==> src/rtl/socetlib_fifo_pkg.sv <==
// Shared FIFO types: status flag bundle and read-mode selectors.
package socetlib_fifo_pkg;

  localparam int FIFO_MODE_REG  = 0;
  localparam int FIFO_MODE_FWFT = 1;

  typedef struct packed {
    logic full;
    logic empty;
    logic almost_full;
    logic almost_empty;
    logic overrun;
    logic underrun;
  } fifo_status_t;

endpackage

==> src/rtl/socetlib_wrap_ctr.sv <==
// Modulo-(MAX+1) counter used for the FIFO read and write pointers.
module socetlib_wrap_ctr #(
  parameter int unsigned MAX = 5
) (
  input  logic                         CLK,
  input  logic                         nRST,
  input  logic                         inc,
  input  logic                         clear,
  output logic [$clog2(MAX+1)-1:0]     value
);

  localparam int unsigned W = $clog2(MAX + 1);

  // Advance on inc, wrapping MAX -> 0; clear has priority over inc.
  always_ff @(posedge CLK or negedge nRST) begin
    if (!nRST) begin
      value <= '0;
    end else if (clear) begin
      value <= '0;
    end else if (inc) begin
      value <= (value == W'(MAX)) ? '0 : value + W'(1);
    end
  end

endmodule

==> src/rtl/socetlib_fifo_v2.sv <==
// Circular-buffer FIFO, arbitrary depth, FWFT or registered read.
module socetlib_fifo_v2
  import socetlib_fifo_pkg::*;
#(
  parameter type T        = logic [7:0],
  parameter int  DEPTH    = 6,
  parameter int  AF_LEVEL = DEPTH - 1,
  parameter int  AE_LEVEL = 1,
  parameter int  FWFT     = FIFO_MODE_FWFT
) (
  input  logic                         CLK,
  input  logic                         nRST,
  input  logic                         clear,
  input  logic                         WEN,
  input  T                             wdata,
  input  logic                         REN,
  output T                             rdata,
  output logic                         rvalid,
  output logic                         full,
  output logic                         empty,
  output logic                         almost_full,
  output logic                         almost_empty,
  output logic [$clog2(DEPTH+1)-1:0]   count,
  output logic                         overrun,
  output logic                         underrun
);

  localparam int unsigned CW = $clog2(DEPTH + 1);
  localparam int unsigned PW = $clog2(DEPTH);
  localparam logic [CW-1:0] FULL_CNT = CW'(DEPTH);
  localparam logic [CW-1:0] AF_CNT   = CW'(AF_LEVEL);
  localparam logic [CW-1:0] AE_CNT   = CW'(AE_LEVEL);

  // Reject illegal configurations at elaboration.
  if (DEPTH < 2) begin : g_bad_depth
    $error("socetlib_fifo_v2: DEPTH must be >= 2");
  end
  if (AF_LEVEL > DEPTH) begin : g_bad_af
    $error("socetlib_fifo_v2: AF_LEVEL must be <= DEPTH");
  end
  if (AE_LEVEL >= DEPTH) begin : g_bad_ae
    $error("socetlib_fifo_v2: AE_LEVEL must be < DEPTH");
  end
  if (FWFT != FIFO_MODE_FWFT && FWFT != FIFO_MODE_REG) begin : g_bad_mode
    $error("socetlib_fifo_v2: FWFT must be 0 or 1");
  end

  T                mem [DEPTH];
  logic [PW-1:0]   wptr;
  logic [PW-1:0]   rptr;
  logic            racc;
  logic            wacc;
  logic            wr_en;
  logic            rd_en;
  logic [CW-1:0]   count_next;
  fifo_status_t    status;

  // Accepts; clear suppresses any accept in its cycle.
  assign racc  = REN && !empty;
  assign wacc  = WEN && (!full || racc);
  assign wr_en = wacc && !clear;
  assign rd_en = racc && !clear;

  // Flag decode from the registered count.
  assign status.full         = (count == FULL_CNT);
  assign status.empty        = (count == '0);
  assign status.almost_full  = (count >= AF_CNT);
  assign status.almost_empty = (count <= AE_CNT);
  assign status.overrun      = overrun;
  assign status.underrun     = underrun;

  assign full         = status.full;
  assign empty        = status.empty;
  assign almost_full  = status.almost_full;
  assign almost_empty = status.almost_empty;

  socetlib_wrap_ctr #(.MAX(DEPTH - 1)) u_wptr (
    .CLK   (CLK),
    .nRST  (nRST),
    .inc   (wr_en),
    .clear (clear),
    .value (wptr)
  );

  socetlib_wrap_ctr #(.MAX(DEPTH - 1)) u_rptr (
    .CLK   (CLK),
    .nRST  (nRST),
    .inc   (rd_en),
    .clear (clear),
    .value (rptr)
  );

  // Next occupancy; simultaneous accepts cancel so count never passes DEPTH.
  always_comb begin
    count_next = count;
    case ({wacc, racc})
      2'b10:   count_next = count + CW'(1);
      2'b01:   count_next = count - CW'(1);
      default: count_next = count;
    endcase
  end

  // Occupancy and sticky error flags.
  always_ff @(posedge CLK or negedge nRST) begin
    if (!nRST) begin
      count    <= '0;
      overrun  <= 1'b0;
      underrun <= 1'b0;
    end else if (clear) begin
      count    <= '0;
      overrun  <= 1'b0;
      underrun <= 1'b0;
    end else begin
      count <= count_next;
      if (WEN && !wacc) overrun  <= 1'b1;
      if (REN && !racc) underrun <= 1'b1;
    end
  end

  // Storage write at the write pointer; contents need no reset.
  always_ff @(posedge CLK) begin
    if (wr_en) mem[wptr] <= wdata;
  end

  if (FWFT == FIFO_MODE_FWFT) begin : g_fwft
    // Head entry is presented directly whenever the FIFO holds data.
    assign rdata  = empty ? T'('0) : mem[rptr];
    assign rvalid = !empty;
  end else begin : g_reg
    T     rdata_q;
    logic rvalid_q;

    // Capture the head on each pop; rvalid pulses for one cycle.
    always_ff @(posedge CLK or negedge nRST) begin
      if (!nRST) begin
        rdata_q  <= T'('0);
        rvalid_q <= 1'b0;
      end else if (clear) begin
        rvalid_q <= 1'b0;
      end else begin
        rvalid_q <= racc;
        if (racc) rdata_q <= mem[rptr];
      end
    end

    assign rdata  = rdata_q;
    assign rvalid = rvalid_q;
  end

endmodule

==> config.mk <==
export PLATFORM = sky130hd
export DESIGN_NAME = socetlib_fifo_v2
export DESIGN_NICKNAME = d
export VERILOG_FILES = /design/src/rtl/socetlib_fifo_pkg.sv /design/src/rtl/socetlib_wrap_ctr.sv /design/src/rtl/socetlib_fifo_v2.sv
export SDC_FILE = /design/constraint.sdc
export NUM_CORES = 1
export LEC_CHECK = 0
export CAP_MARGIN = 20
export CORE_MARGIN = 2
export CORE_UTILIZATION = 39
export CTS_CLUSTER_SIZE = 16
export DETAILED_ROUTE_END_ITERATION = 7
export PLACE_DENSITY = 0.61
export REMOVE_ABC_BUFFERS = 1
export SLEW_MARGIN = 20
export SYNTH_ARGS = -nofsm -noshare
export SYNTH_HDL_FRONTEND = slang
export SYNTH_SLANG_ARGS = --single-unit
==> constraint.sdc <==
create_clock -name CLK -period 5.05 [get_ports CLK]
set_input_delay 1.2625 -clock CLK [delete_from_list [all_inputs] [get_ports CLK]]
set_output_delay 1.2625 -clock CLK [all_outputs]
set_load 0.02 [all_outputs]
==> reports/qor_table.md <==
| Metric | Reported | Unit |
| --- | --- | --- |
| Final RePlAce weighted congestion | 0.882 | - |
| Leading post-synthesis cells by cell area | edfxtp_1 (55%), dfrtp_1 (11%), mux4_1 (8.0%) | - |
| Cell area after synthesis | 0.00262 | mm^2 |
| Yosys Warn Count | 0 | - |
| Worst min-delay path endpoint | underrun | - |
| Cell taking the most area after synthesis | edfxtp_1 | - |
| Worst clock skew | 0.0127 | ns |
| Endpoint class of the critical path | output port | - |
| Number of max-capacitance violations reported | 0 | - |
| Worst hold stages | 2 | - |
| I/O pin count | 31 | - |
| Total length of routed wires | 5030 | um |
| Simple-gate area share of the yosys netlist | 8.64 | % |
| Ratio of routed vias to standard cells | 5.33 | - |
| WS Path Type | reg2out | - |
| Vias in the first global route | 1541 | - |
| Upper clock frequency limit | 0.252 | GHz |
| Area of the placeable core | 0.00642 | mm^2 |
| Ratio of cells with drive above 1 in the final layout | 13.9 | % |
| Antenna viol nets, final | 0 | - |
| Area Growth Syn to Fin | 21.5 | % |
| Utilization after layout | 49.6 | % |
| First-pass GRT wire length | 7900 | um |
| Dominant cell by count in the synthesized netlist | edfxtp_1 | - |
| Normalized max-slew margin | 38.6 | % |
| CTS tree | built | - |
| Run status | finished clean | - |
| Post-CTS Resized | 0 | - |
| Cell Count Post-Placement | 269 | - |
| CTS buffer count | 9 | - |
| Class of the tightest hold or removal check | reg2reg | - |
| Area enclosed by the die boundary | 0.00739 | mm^2 |
| Fraction of synthesized cell area in xor and xnor cells | 0.669 | % |
| Clock edge transition at the registers on the reported setup and hold paths | 0.07 | ns |
| Count of unresolved DRC violations after routing | 0 | - |
| CTS root buf | clkbuf_8 | - |
| Time the final worst path needs with I/O delays and setup | 3.97 | ns |
| Final setup viols | 0 | - |
| Share of flip-flops with an asynchronous set or reset | 18.6 | % |
| Post-Syn Instances | 168 | - |
| Initial antenna violation count | 0 | - |
| All-layer global routing usage | 14.9 | % |
| Detailed placement HPWL | 3240 | um |
| Element type at the critical path start | flop | - |
| Peak fanout along the critical path | 12 | - |
| Final nets | 221 | - |
| Die width | 86.0 | um |
| Per-cell routed wire length | 17.6 | um |
| Hold-fix buffers, CTS | 0 | - |
| Dominant synthesized flop cell | edfxtp_1 | - |
| Depth of the worst register-to-register path | 5 | - |
| Count of distinct cell types in the synthesized netlist | 35 | - |
| Overflow left after global routing | 0 | - |
| Yosys top cell area share | 55.0 | % |
| Number of placement rows | 29 | - |
| Number of iterations in the first detailed-routing pass | 4 | - |
| Height of the die | 86.0 | um |
| Count of flip-flops with a built-in enable after synthesis | 48 | - |
| Post-synthesis compound-gate area fraction | 6.49 | % |
| Total negative slack | 0 | ns |
| Buffer levels on the longest clock path | 2 | - |
| Initial core utilization | 40.8 | % |
| H-Tree Depth | 3 | - |
| First DRT Iteration DRCs | 177 | - |
| Portion of the clock cycle consumed by the worst path in the final layout | 78.6 | % |
| Final Non-Filler Cells | 285 | - |
| Number of sinks on the clock net | 59 | - |
| Leakage component of the power | 1.11 | nW |
| Slew Limit Fails | 0 | - |
| Required time of the critical path | 3.79 | ns |
| Layout filler cell count | 522 | - |
| Post-synthesis sequential element count | 59 | - |
| Final count of hold timing violations | 0 | - |
| Setup slack of the most critical reg-to-reg path | 2.74 | ns |
| Worst skew pair latency | 0.34 | ns |
| Unrepaired setup endpoints after global routing | false | - |
| Number of antenna cells inserted | 0 | - |
| Worst-margin pin slew | 0.915 | ns |
| Most numerous cell types in the synthesized netlist | edfxtp_1 (48), nor2_1 (20), dfrtp_1 (11), mux2i_1 (11), a211oi_1 (10) | - |
| Fraction of synthesized area in multiplexers | 12.7 | % |
| Mean Syn Cell Area | 15.6 | um^2 |
| Arithmetic-cell share of the synthesized area counting full adders, half adders and majority gates | 2.39 | % |
| Routed via count | 1520 | - |
| R2r endpoint | mem[4][7] | - |
| IO buf count | 30 | - |
| Combinational family with the most area after synthesis | multiplexers | - |
| Arrival time of data at the critical path endpoint | 2.71 | ns |
| Hold_sp | underrun | - |
| Number of post-CTS setup repair buffers | 0 | - |
| Pin count of the biggest net entering global routing | 20 | - |
| RR Startpoint | count[0] | - |
| Largest vdd supply drop | 0.000246 | V |
| Sequential element share of the synthesized area | 65.5 | % |
| Power density cells | 413 | mW/mm^2 |
routing by layer:
metal  track usage (%)  vias up  part of all wire, %
met4              6.49        0                  1.0
met3              5.00        6                  5.9
met5                 0        -                    0
met1              17.5      751                   42
li1                  -      717                    -
met2              24.9       46                   51
critical path, cell delays in order (launching register included):
cell	delay [ns]
dfrtp_1	0.77
buf_4	0.30
mux4_1	0.55
nor2_1	0.10
a211oi_1	0.07
clkdlybuf4s50_1	0.58
how the worst max path moves through the flow:
stage	end	cells after the start	start
after floorplan	rdata[0]	3	u_rptr.value[0]
after global placement	rdata[3]	5	u_rptr.value[0]
after detailed placement	rdata[3]	5	u_rptr.value[0]
after CTS	rdata[3]	5	u_rptr.value[0]
after global routing	rdata[4]	5	u_rptr.value[0]
final	rdata[3]	5	u_rptr.value[0]
report_power, final:
part | internal, mW | switching (mW) | total [mW]
sequential | 0.544 | 0.0281 | 0.572
clock | 0.237 | 0.210 | 0.447
combinational | 0.141 | 0.154 | 0.295
total | 0.922 | 0.392 | 1.31
layout by cell type (no fill, tap or decap), types with 5 or more instances in the layout:
cell / count
inv_1: 5
clkdlybuf4s50_1: 30
mux4_1: 8
clkbuf_8: 9
dfrtp_1: 11
edfxtp_1: 48
a211oi_1: 10
mux2i_1: 11
nor2_1: 20
ha_1: 5
a21oi_1: 7
metrics by stage:
step                      power [mW]  hold slack (ns)  worst slack (ns)  cell area [um^2]
after floorplan                0.750            0.556              2.03              2550
after global placement         0.873            0.481              1.49              2980
after detailed placement       0.880            0.484              1.42              2980
after CTS                       1.33            0.504              1.04              3180
after global routing            1.37            0.544             0.940              3180
final                           1.31            0.500              1.08              3180
flip-flops by register name, summed over array words and instances (netlist names):
name / count
mem: 48
count: 3
u_rptr.value: 3
u_wptr.value: 3
overrun: 1
underrun: 1
logic make-up (layout without fill, tap and decap cells):
logic type                 Yosys count  count (layout)
muxes                               20              20
xor gates and xnor gates             2               2
buffers and inverters               16              56
AOI/OAI and AO/OA                   24              24
and+or+nand+nor                     42              42
DFF                                 59              59
adders and majority gates            5               5
layout make-up:
class | count | area [um^2] | share of cell area, %
well taps | 77 | 96.3 | 3.03
flip-flops and latches | 59 | 1720 | 53.9
repair buffers | 33 | 323 | 10.1
multi-input cells | 93 | 813 | 25.6
clock buffers | 9 | 124 | 3.89
inverters | 7 | 26.3 | 0.825
clock inverters | 7 | 83.8 | 2.63
Note: power is estimated with default switching activity, not from simulation.
